===== src/rtl/hub75_pkg.sv =====
// ----------------------------------------------------------------------------
// hub75_pkg
// Shared types and constants for the 64x64 HUB75 panel scan driver.
//   scanState_t  : scan FSM states (SHIFT -> BLANK -> LATCH -> DISPLAY)
//   PANEL_*      : panel geometry (64 columns, 32 scanned row pairs)
//   CH_BITS      : bits per colour channel in the ROM pixel word
//   R/G/B_OFS    : bit offsets of each channel inside {R,G,B}
//   pixelBits()  : picks one bit-plane bit from each channel of a pixel
// ----------------------------------------------------------------------------
package hub75_pkg;

    typedef enum logic [1:0] {
        SHIFT   = 2'd0,
        BLANK   = 2'd1,
        LATCH   = 2'd2,
        DISPLAY = 2'd3
    } scanState_t;

    localparam int PANEL_COLS   = 64;
    localparam int PANEL_ROWS   = 32;
    localparam int CH_BITS      = 8;

    localparam int R_OFS        = 16;
    localparam int G_OFS        = 8;
    localparam int B_OFS        = 0;

    // Two cycles per column plus two trailing cycles for the last column's
    // data/clock phases.
    localparam int SHIFT_CYCLES = 2 * PANEL_COLS + 2;

    // Returns {R,G,B} bit number bitIdx (0..7) of a 24-bit pixel. Shifting
    // first keeps all selects constant.
    function automatic logic [2:0] pixelBits(input logic [23:0] pix,
                                             input logic [2:0]  bitIdx);
        logic [23:0] sh;
        sh = pix >> bitIdx;
        return {sh[R_OFS], sh[G_OFS], sh[B_OFS]};
    endfunction

endpackage


===== src/rtl/hub75_bcm_timer.sv =====
// ----------------------------------------------------------------------------
// hub75_bcm_timer
// Loadable down-counter that times one DISPLAY (OE active) window of the
// binary-code-modulation scheme. Plane p lasts BASE_CYCLES<<p cycles.
// Ports:
//   clk      in   system clock
//   reset    in   synchronous active-high reset
//   load_i   in   start a new window (asserted on the edge entering DISPLAY)
//   plane_i  in   bit plane being displayed, selects window length
//   done_o   out  high during the last cycle of the window
// ----------------------------------------------------------------------------
module hub75_bcm_timer #(
    parameter int PLANES      = 3,
    parameter int BASE_CYCLES = 4
) (
    input  logic       clk,
    input  logic       reset,
    input  logic       load_i,
    input  logic [2:0] plane_i,
    output logic       done_o
);

    // Sized for the longest window so the top plane never overflows.
    localparam int MAX_CYCLES = BASE_CYCLES << (PLANES - 1);
    localparam int CNT_W      = $clog2(MAX_CYCLES + 1);

    logic [CNT_W-1:0] cnt_q, cnt_d;
    logic             running_q, running_d;
    logic [CNT_W-1:0] loadVal;

    // Counter holds (cycles remaining - 1), so zero marks the final cycle.
    always_comb begin
        loadVal = CNT_W'((BASE_CYCLES << plane_i) - 1);
    end

    // Next-state: load wins, otherwise count down to zero and then go idle
    // so done_o is a single-cycle indication.
    always_comb begin
        cnt_d     = cnt_q;
        running_d = running_q;
        if (load_i) begin
            cnt_d     = loadVal;
            running_d = 1'b1;
        end else if (running_q) begin
            if (cnt_q == '0) begin
                running_d = 1'b0;
            end else begin
                cnt_d = cnt_q - CNT_W'(1);
            end
        end
    end

    // Counter registers.
    always_ff @(posedge clk) begin
        if (reset) begin
            cnt_q     <= '0;
            running_q <= 1'b0;
        end else begin
            cnt_q     <= cnt_d;
            running_q <= running_d;
        end
    end

    assign done_o = running_q && (cnt_q == '0);

endmodule


===== src/rtl/hub75_scan.sv =====
// ----------------------------------------------------------------------------
// hub75_scan
// Continuous scan driver for a 64x64 1/32-scan HUB75 panel. Fetches two
// pixels per column from a 1-cycle-latency sprite ROM (upper and lower half),
// slices them into BCM bit planes and drives the panel shift/latch/OE/row pins.
// Ports:
//   clk, reset          clock, synchronous active-high reset
//   addrx, addry        ROM column / row address
//   data0, data1        upper / lower half pixel {R,G,B}, 1 clk after address
//   gp_r1..gp_b1        upper half colour bits
//   gp_r2..gp_b2        lower half colour bits
//   gp_clk              panel shift clock (panel samples on rising edge)
//   gp_lat              panel latch, active high
//   gp_oe_n             panel output enable, active low
//   gp_row              panel row select A..E
//   frame_start         1-cycle pulse on the first cycle of each frame
// ----------------------------------------------------------------------------
module hub75_scan
    import hub75_pkg::*;
#(
    parameter int PLANES       = 3,
    parameter int BASE_CYCLES  = 4,
    parameter int BLANK_CYCLES = 2
) (
    input  logic        clk,
    input  logic        reset,
    output logic [5:0]  addrx,
    output logic [4:0]  addry,
    input  logic [23:0] data0,
    input  logic [23:0] data1,
    output logic        gp_r1,
    output logic        gp_g1,
    output logic        gp_b1,
    output logic        gp_r2,
    output logic        gp_g2,
    output logic        gp_b2,
    output logic        gp_clk,
    output logic        gp_lat,
    output logic        gp_oe_n,
    output logic [4:0]  gp_row,
    output logic        frame_start
);

    localparam logic [7:0] SHIFT_LAST = 8'(SHIFT_CYCLES - 1);
    localparam logic [7:0] COL_END    = 8'(2 * PANEL_COLS);
    localparam logic [7:0] BLANK_LAST = 8'(BLANK_CYCLES - 1);
    localparam logic [2:0] PLANE_LAST = 3'(PLANES - 1);
    localparam logic [2:0] PLANE_BASE = 3'(CH_BITS - PLANES);

    // FSM state. state_q/cnt_q describe the cycle the outputs are showing.
    scanState_t state_q, state_d;
    logic [7:0] cnt_q, cnt_d;
    logic [4:0] row_q, row_d;
    logic [2:0] plane_q, plane_d;
    // Set by reset so the first edge after release produces SHIFT cycle 0.
    logic       restart_q;

    // Registered outputs.
    logic [5:0] addrx_q, addrx_d;
    logic [4:0] addry_q, addry_d;
    logic [5:0] rgb_q, rgb_d;
    logic       gpClk_q, gpClk_d;
    logic       gpLat_q, gpLat_d;
    logic       gpOeN_q, gpOeN_d;
    logic [4:0] gpRow_q, gpRow_d;
    logic       frameStart_q, frameStart_d;

    logic       timerLoad;
    logic       timerDone;
    logic [2:0] bitIdx;

    // Channel bit used by the current plane: the top PLANES bits of each
    // channel, plane 0 being the least significant of them.
    always_comb begin
        bitIdx = PLANE_BASE + plane_q;
    end

    // The DISPLAY window is timed by the BCM timer, started on entry.
    always_comb begin
        timerLoad = (state_d == DISPLAY) && (state_q != DISPLAY);
    end

    hub75_bcm_timer #(
        .PLANES      (PLANES),
        .BASE_CYCLES (BASE_CYCLES)
    ) u_timer (
        .clk     (clk),
        .reset   (reset),
        .load_i  (timerLoad),
        .plane_i (plane_q),
        .done_o  (timerDone)
    );

    // State register plus output registers. Reset dominates, blanking the
    // panel immediately and parking the scan at row 0, plane 0.
    always_ff @(posedge clk) begin
        if (reset) begin
            state_q      <= SHIFT;
            cnt_q        <= '0;
            row_q        <= '0;
            plane_q      <= '0;
            restart_q    <= 1'b1;
            addrx_q      <= '0;
            addry_q      <= '0;
            rgb_q        <= '0;
            gpClk_q      <= 1'b0;
            gpLat_q      <= 1'b0;
            gpOeN_q      <= 1'b1;
            gpRow_q      <= '0;
            frameStart_q <= 1'b0;
        end else begin
            state_q      <= state_d;
            cnt_q        <= cnt_d;
            row_q        <= row_d;
            plane_q      <= plane_d;
            restart_q    <= 1'b0;
            addrx_q      <= addrx_d;
            addry_q      <= addry_d;
            rgb_q        <= rgb_d;
            gpClk_q      <= gpClk_d;
            gpLat_q      <= gpLat_d;
            gpOeN_q      <= gpOeN_d;
            gpRow_q      <= gpRow_d;
            frameStart_q <= frameStart_d;
        end
    end

    // Next-state logic. cnt counts cycles within SHIFT and BLANK; DISPLAY is
    // left to the timer. Plane advances every DISPLAY, row after the last
    // plane (5-bit row wraps 31 -> 0 naturally).
    always_comb begin
        state_d = state_q;
        cnt_d   = cnt_q + 8'd1;
        row_d   = row_q;
        plane_d = plane_q;
        if (restart_q) begin
            state_d = SHIFT;
            cnt_d   = '0;
        end else begin
            case (state_q)
                SHIFT: begin
                    if (cnt_q == SHIFT_LAST) begin
                        state_d = BLANK;
                        cnt_d   = '0;
                    end
                end
                BLANK: begin
                    if (cnt_q == BLANK_LAST) begin
                        state_d = LATCH;
                        cnt_d   = '0;
                    end
                end
                LATCH: begin
                    state_d = DISPLAY;
                    cnt_d   = '0;
                end
                DISPLAY: begin
                    cnt_d = '0;
                    if (timerDone) begin
                        state_d = SHIFT;
                        if (plane_q == PLANE_LAST) begin
                            plane_d = '0;
                            row_d   = row_q + 5'd1;
                        end else begin
                            plane_d = plane_q + 3'd1;
                        end
                    end
                end
                default: begin
                    state_d = SHIFT;
                    cnt_d   = '0;
                end
            endcase
        end
    end

    // Output logic, evaluated for the cycle being entered. Within SHIFT,
    // column k is addressed on cycles 2k/2k+1; its ROM word arrives one clock
    // later and is captured as the RGB outputs for cycles 2k+2/2k+3, with
    // gp_clk high on 2k+3 so data is settled a full cycle before the edge.
    // The column address holds at 63 for the two trailing cycles and returns
    // to 0 when SHIFT ends.
    always_comb begin
        addrx_d      = '0;
        addry_d      = row_d;
        rgb_d        = rgb_q;
        gpClk_d      = 1'b0;
        gpLat_d      = (state_d == LATCH);
        gpOeN_d      = (state_d != DISPLAY);
        gpRow_d      = gpRow_q;
        frameStart_d = 1'b0;
        if (state_d == SHIFT) begin
            addrx_d      = (cnt_d < COL_END) ? cnt_d[6:1] : addrx_q;
            gpClk_d      = cnt_d[0] && (cnt_d >= 8'd3);
            frameStart_d = (cnt_d == 8'd0) && (row_d == 5'd0) && (plane_d == 3'd0);
            if (!cnt_d[0] && (cnt_d >= 8'd2)) begin
                rgb_d = {pixelBits(data0, bitIdx), pixelBits(data1, bitIdx)};
            end
        end
        // Row select only moves on the first blanking cycle, while OE is off.
        if ((state_d == BLANK) && (state_q != BLANK)) begin
            gpRow_d = row_q;
        end
    end

    assign addrx       = addrx_q;
    assign addry       = addry_q;
    assign gp_r1       = rgb_q[5];
    assign gp_g1       = rgb_q[4];
    assign gp_b1       = rgb_q[3];
    assign gp_r2       = rgb_q[2];
    assign gp_g2       = rgb_q[1];
    assign gp_b2       = rgb_q[0];
    assign gp_clk      = gpClk_q;
    assign gp_lat      = gpLat_q;
    assign gp_oe_n     = gpOeN_q;
    assign gp_row      = gpRow_q;
    assign frame_start = frameStart_q;

endmodule


===== config.mk =====
export PLATFORM = sky130hd
export DESIGN_NAME = hub75_scan
export DESIGN_NICKNAME = d
export VERILOG_FILES = /design/src/rtl/hub75_pkg.sv /design/src/rtl/hub75_bcm_timer.sv /design/src/rtl/hub75_scan.sv
export SDC_FILE = /design/constraint.sdc
export NUM_CORES = 1
export LEC_CHECK = 0
export ABC_CLOCK_PERIOD_IN_PS = 2500
export BUFFER_PORTS_ARGS = -buffer_cell sky130_fd_sc_hd__buf_2
export CAP_MARGIN = 15
export CORE_ASPECT_RATIO = 0.5
export CORE_MARGIN = 2
export CORE_UTILIZATION = 30
export CTS_CLUSTER_SIZE = 40
export DETAILED_ROUTE_END_ITERATION = 7
export HOLD_SLACK_MARGIN = 0.03
export SETUP_SLACK_MARGIN = 0.4
export SKIP_LAST_GASP = 1
export SYNTH_ARGS = -nofsm -noshare
export SYNTH_HDL_FRONTEND = slang
export SYNTH_SLANG_ARGS = --single-unit

===== constraint.sdc =====
create_clock -name clk -period 2.5 [get_ports clk]
set_input_delay 0.375 -clock clk [delete_from_list [all_inputs] [get_ports clk]]
set_output_delay 0.375 -clock clk [all_outputs]
set_load 0.02 [all_outputs]

==> results.sh, run 1 <==
export IMPL_status="finished clean"
export IMPL_worstPathMaxFanout=6
export IMPL_ys_types=48
export IMPL_maxCapViolations=0
export IMPL_routed_wl_mm=6.19
export IMPL_holdWs_ns=0.457
export IMPL_netlist_top_cells_area="dfxtp_1 35%, mux2i_1 7.3%, nor2_1 5.6%, mux4_2 5.2%, ha_1 4.8%"
export IMPL_clock_root_buffer="clkbuf_16"
export IMPL_postCtsHoldBufs=0
export IMPL_drtIter0Drc=137
export IMPL_syn2layout_area_growth_pct=30.3
export IMPL_finalSetupViolations=0
export IMPL_stdcell_count=476
export IMPL_vdd_drop_max_v=0.000230
export IMPL_num_vias=2247
export IMPL_critPathArrivalTime_ns=2.26
export IMPL_crit_path_start_kind="register"
export IMPL_setup_ws_ns=0.457
export IMPL_antenna_found_initial=0
export IMPL_ys_seq_elements=46
export IMPL_die_y_um=69.8
export IMPL_required_ns=2.71
export IMPL_syn_nets=340
export IMPL_clk_latency_ns=0.29
export IMPL_clkTransAtPathRegs_ns=0.06
export IMPL_synth_top_cell_area_share_pct=35.5
export IMPL_slew_violations=0
export IMPL_grt_usage_pct=13.8
export IMPL_antennaDiodeCount=0
export IMPL_wire_per_inst_um=13.0
export IMPL_final_cell_area_um2=3380
export IMPL_syn_instance_count=280
export IMPL_worstPathCellList="ha_2 -> and2_4 -> and2_1 -> a31o_2 -> a41o_1 -> nor3b_4 -> buf_12 -> mux2i_1"
export IMPL_cts_tree="yes"
export IMPL_yosys_warnings=0
export IMPL_pre_cts_ws_ns=0.215
export IMPL_core_um2=8200
export IMPL_initial_core_util_pct=31.7
export IMPL_firstDrtPassIters=4
export IMPL_hp_class="register to register"
export IMPL_overflow=0
export IMPL_cts_made_buffers=5
export IMPL_hold_viol_final=0
export IMPL_antenna_left=0
export IMPL_slew_headroom_pct=53.3
export IMPL_grt_pass1_wl_mm=10.5
export IMPL_synth_ff_type="dfxtp_1"
export IMPL_yosysSeqAreaShare_pct=35.5
export IMPL_finalCritPeriodShare_pct=81.7
export IMPL_die_area_um2=9460
export IMPL_worst_pin_slew_ns=0.700
export IMPL_slowest_stage="dfxtp_4"
export IMPL_drive_above_1_share_pct=38.7
export IMPL_dpl_cell_count=462
export IMPL_ios=76
export IMPL_finalSetupTns_ns=0
export IMPL_critical_path_buf_inv_count=1
export IMPL_synth_edf_count=0
export IMPL_via_per_inst=4.72
export IMPL_rows=23
export IMPL_grt_max_degree=40
export IMPL_avgSynthCellArea_um2=9.27
export IMPL_place_area_um2=3130
export IMPL_worstSetupEndpointType="register"
export IMPL_htreeDepth=2
export IMPL_p_leak_uw=0.00137
export IMPL_io_buffers=75
export IMPL_rsz0062_at_grt="yes"
export IMPL_hpwl_mm=4.57
export IMPL_period_minus_slack_ns=2.04
export IMPL_clock_sinks=46
export IMPL_grt_pass1_vias=2192
export IMPL_p_per_area_nw_per_um2=453
export IMPL_cts_path_max_buffers=2
export IMPL_max_freq_mhz=489
export IMPL_finClkSkew_ns=0.00414
export IMPL_critPathTopFamily="simple AND/OR/NAND/NOR gates"
export IMPL_worstSetupPathType="register to register"
export IMPL_yosysTopAreaCell="dfxtp_1"
export IMPL_syn_area_um2=2600
export IMPL_die_w_um=136
export IMPL_routabilityCongestion=0.867
export IMPL_slowest_delay_ns=0.36
export IMPL_layout_nets=423
export IMPL_route_detailed_drc=0
export IMPL_synth_async_reset_ratio_pct=0
kinds of logic (layout without fill, tap and decap cells):
family	Yosys count	after routing	share of synthesized area, %
and+or+nand+nor	109	109	22.7
muxes	31	31	15.1
AOI/OAI and AO/OA	43	43	11.1
xor gates and xnor gates	20	20	6.75
adders and majority gates	10	10	4.82
buffers and inverters	21	105	3.95
DFF	46	46	35.5
state kept, by name, indices dropped and copies added (netlist names):
name	cells
addrx	6
addry	5
cnt_q	8
frame_start	1
gp_clk	1
gp_lat	1
gp_oe_n	1
gp_row	5
plane_q	3
restart_q	1
rgb_q	6
state_q	2
u_timer.cnt_q	5
u_timer.running_q	1
synthesized netlist by cell type (5+ instances only):
cell type  instances
nand3_1            7
nor2_1            39
xnor2_1            9
ha_1              10
a31oi_1            7
mux2_2             6
mux4_2             6
o221ai_1           6
xor2_1            11
dfxtp_1           46
clkbuf_1          10
nor3b_1            5
nor3_1             5
a211oi_1           5
inv_1              5
a21oi_1           15
nand2_1           16
nand2b_1          14
mux2i_1           19
power by group:
group          leakage (uW)  total (uW)  internal, uW  switching, uW
Combinational      0.000918         114          62.1           51.4
Sequential         0.000375         745           739           6.24
Clock             0.0000729         675           396            279
through the flow:
stage / utilization [%] / power [uW]
final: 41.3 / 1530
after global routing: 41.3 / 1610
after CTS: 40.4 / 1550
after detailed placement: 38.2 / 869
after global placement: 38.2 / 869
after floorplan: - / 818
repair_timing:
action / 4_1_cts / 5_1_grt
pin swaps: 2 / 4
resized for setup: 2 / 14
buffers inserted: 2 / 4
endpoints found under the setup margin: 8 / 21
tightest hold or removal path: cells and delay by family, from the launching register on:
family	cells	cell delay, ns
DFF	1	0.31
and+or+nand+nor	1	0.05
AOI/OAI and AO/OA	1	0.05
cell usage in the layout, fill, tap and decap left out, types with 7 or more instances in the layout:
master,n
dfxtp_1,40
xor2_1,11
nand2_1,16
nor2_1,38
buf_2,75
xnor2_1,9
ha_1,8
mux2i_1,19
nand3_1,7
buf_4,16
a21oi_1,15
nand2b_1,14
path summary, 6_finish.rpt:
path,startpoint,slack [ns],to,cells past startpoint
max,cnt_q[0],0.46,rgb_q[0],8
max reg2reg,cnt_q[0],0.46,rgb_q[0],8
min,addrx[5],0.46,addrx[5],2
min reg2reg,addrx[5],0.46,addrx[5],2
cell type report:
type,count,area [um^2]
Timing Repair Buffer,92,515
Tap cell,112,140
Multi-Input combinational cell,213,1620
Sequential cell,46,931
Clock buffer,6,139
Fill cell,809,4820
Clock inverter,2,12.5
Inverter,5,21.3
metal layers:
| layer | wire length, um | vias to the layer above | global-route usage [%] |
|---|---|---|---|
| li1 | - | 1163 | - |
| met1 | 2940 | 1022 | 18.3 |
| met2 | 2880 | 54 | 21.8 |
| met5 | 0 | - | 0 |
| met4 | 92 | 0 | 5.09 |
| met3 | 273 | 8 | 3.14 |
No activity file was read; power rests on OpenSTA's default activity.
==> run 2: changes to the inputs <==
Settings changed: ABC_CLOCK_PERIOD_IN_PS 2500 to 2100.
Clock period 2.5 ns to 2.1 ns, I/O delays scaled along.
==> results.sh, run 2 (synthesized netlist as in run 1, its figures left out) <==
export IMPL_slew_violations=0
export IMPL_largest_register_ffs=8
export IMPL_slowest_stage="or4b_4"
export IMPL_pre_cts_ws_ns=0.0608
export IMPL_status="finished clean"
export IMPL_worstSetupPathType="register to register"
export IMPL_die_w_um=136
export IMPL_final_common_cell="buf_2"
export IMPL_worstPathMaxFanout=5
export IMPL_p_per_area_nw_per_um2=528
export IMPL_period_minus_slack_ns=1.94
export IMPL_layout_common_cells="75 x buf_2, 37 x dfxtp_1, 32 x nor2_1, 26 x buf_4, 19 x mux2i_1"
export IMPL_num_vias=2330
export IMPL_worst_pin_slew_ns=0.602
export IMPL_antenna_left=0
export IMPL_hp_class="input port to register"
export IMPL_wl_met1_mm=3.39
export IMPL_holdCritStartpoint="reset"
export IMPL_p_total_uw=1940
export IMPL_layout_nets=435
export IMPL_maxCapViolations=0
export IMPL_top_register="cnt_q"
export IMPL_routed_wl_mm=6.60
export IMPL_hpwl_mm=4.81
export IMPL_finalCritPeriodShare_pct=92.5
export IMPL_r2r_start="u_timer.cnt_q[0]"
export IMPL_syn2layout_area_growth_pct=41.7
export IMPL_drtIter0Drc=149
export IMPL_overflow=0
export IMPL_postCtsHoldBufs=0
export IMPL_clock_root_buffer="clkbuf_16"
export IMPL_worstSetupEndpointType="register"
export IMPL_via_per_inst=4.77
export IMPL_cts_made_buffers=5
export IMPL_wire_per_inst_um=13.5
export IMPL_fillers=763
export IMPL_vdd_drop_max_v=0.000283
export IMPL_finalSetupViolations=0
export IMPL_multi_input_area_um2=1800
export IMPL_rows=23
export IMPL_clkTransAtPathRegs_ns=0.07
export IMPL_crit_path_start_kind="register"
export IMPL_io_buffers=75
export IMPL_grt_pass1_wl_mm=11.2
export IMPL_rsz0062_at_grt="yes"
export IMPL_slew_headroom_pct=59.7
export IMPL_htreeDepth=2
export IMPL_required_ns=2.32
export IMPL_grt_max_degree=23
export IMPL_drive_above_1_share_pct=47.3
export IMPL_initial_core_util_pct=31.7
export IMPL_route_detailed_drc=0
export IMPL_die_area_um2=9460
export IMPL_core_um2=8200
export IMPL_ios=76
export IMPL_critPathTopFamily="simple AND/OR/NAND/NOR gates"
export IMPL_cts_path_max_buffers=2
export IMPL_critical_path_buf_inv_count=1
export IMPL_hold_viol_final=0
export IMPL_critPathArrivalTime_ns=2.16
export IMPL_holdWs_ns=0.386
export IMPL_routabilityCongestion=0.756
export IMPL_cts_tree="yes"
export IMPL_cp_startpoint="u_timer.cnt_q[0]"
export IMPL_clock_sinks=46
export IMPL_clk_latency_ns=0.29
export IMPL_met3_length_um=323
export IMPL_antennaDiodeCount=0
export IMPL_slowest_delay_ns=0.53
export IMPL_die_y_um=69.8
export IMPL_finClkSkew_ns=0.00764
export IMPL_routed_wl_met2_mm=2.79
export IMPL_max_freq_mhz=515
export IMPL_firstDrtPassIters=4
export IMPL_grt_usage_pct=14.8
export IMPL_grt_pass1_vias=2279
export IMPL_highest_layer="met4"
export IMPL_worstPathCellList="inv_2 -> ha_1 -> or4b_4 -> nor4_4 -> nand4_1 -> xor2_1 -> nand3_1 -> nor3_2"
export IMPL_setup_ws_ns=0.159
export IMPL_p_leak_uw=0.00150
export IMPL_antenna_found_initial=0
export IMPL_seq_area_um2=937
-- run 2: cell count changes in the layout (fill, tap and decap cells not counted), sizes merged --
cell      change
clkbuf        +1
clkinv        -1
bufinv        +1
buf          +12
clkinvlp      -1
-- run 2: routing by layer --
| metal | up-vias | GRT usage [%] |
|---|---|---|
| li1 | 1184 | - |
| met1 | 1074 | 21.0 |
| met2 | 64 | 22.1 |
| met3 | 8 | 3.07 |
| met4 | 0 | 4.86 |
| met5 | - | 0 |
-- run 2: layout make-up --
type / instances / area share (%)
clock buffers: 7 / 3.61
clock inverters: 1 / 0.816
inverters: 5 / 0.646
multi-input cells: 213 / 49.0
flip-flops and latches: 46 / 25.5
well taps: 112 / 3.81
repair buffers: 104 / 16.7
-- run 2: worst paths after layout --
check / cells after the start / slack (ns) / to
setup / recovery: 8 / 0.16 / frame_start
hold / removal: 1 / 0.39 / restart_q
setup reg to reg: 8 / 0.16 / frame_start
hold reg to reg: 2 / 0.47 / addrx[5]
-- run 2: metrics by stage --
step / cell area [um^2] / setup TNS [ns] / instances / util (%)
after floorplan: 2710 / -0.104 / 280 / -
after global placement: 3240 / 0 / 469 / 39.5
after detailed placement: 3240 / 0 / 469 / 39.5
after CTS: 3590 / 0 / 485 / 43.8
after global routing: 3680 / 0 / 488 / 44.9
final: 3680 / 0 / 488 / 44.9
-- run 2: worst register-to-register path, delay by kind of cell, from the launching register on --
| family | cells | cell delay [ns] |
|---|---|---|
| fa+ha+maj | 1 | 0.13 |
| xor+xnor | 1 | 0.21 |
| buf+inv | 1 | 0.05 |
| simple gates | 5 | 1.16 |
| flops | 1 | 0.32 |
-- run 2: repair_timing --
action	CTS	global route
buffers inserted	8	3
gates resized for setup	26	20
pin swaps	9	13
setup endpoints to repair	33	41
-- run 2: power breakdown --
| group | internal, uW | leakage (uW) | total [uW] | switching, uW |
|---|---|---|---|---|
| Combinational | 85.0 | 0.00105 | 157 | 72.4 |
| Clock | 563 | 0.0000781 | 901 | 338 |
| Sequential | 879 | 0.000377 | 886 | 7.10 |
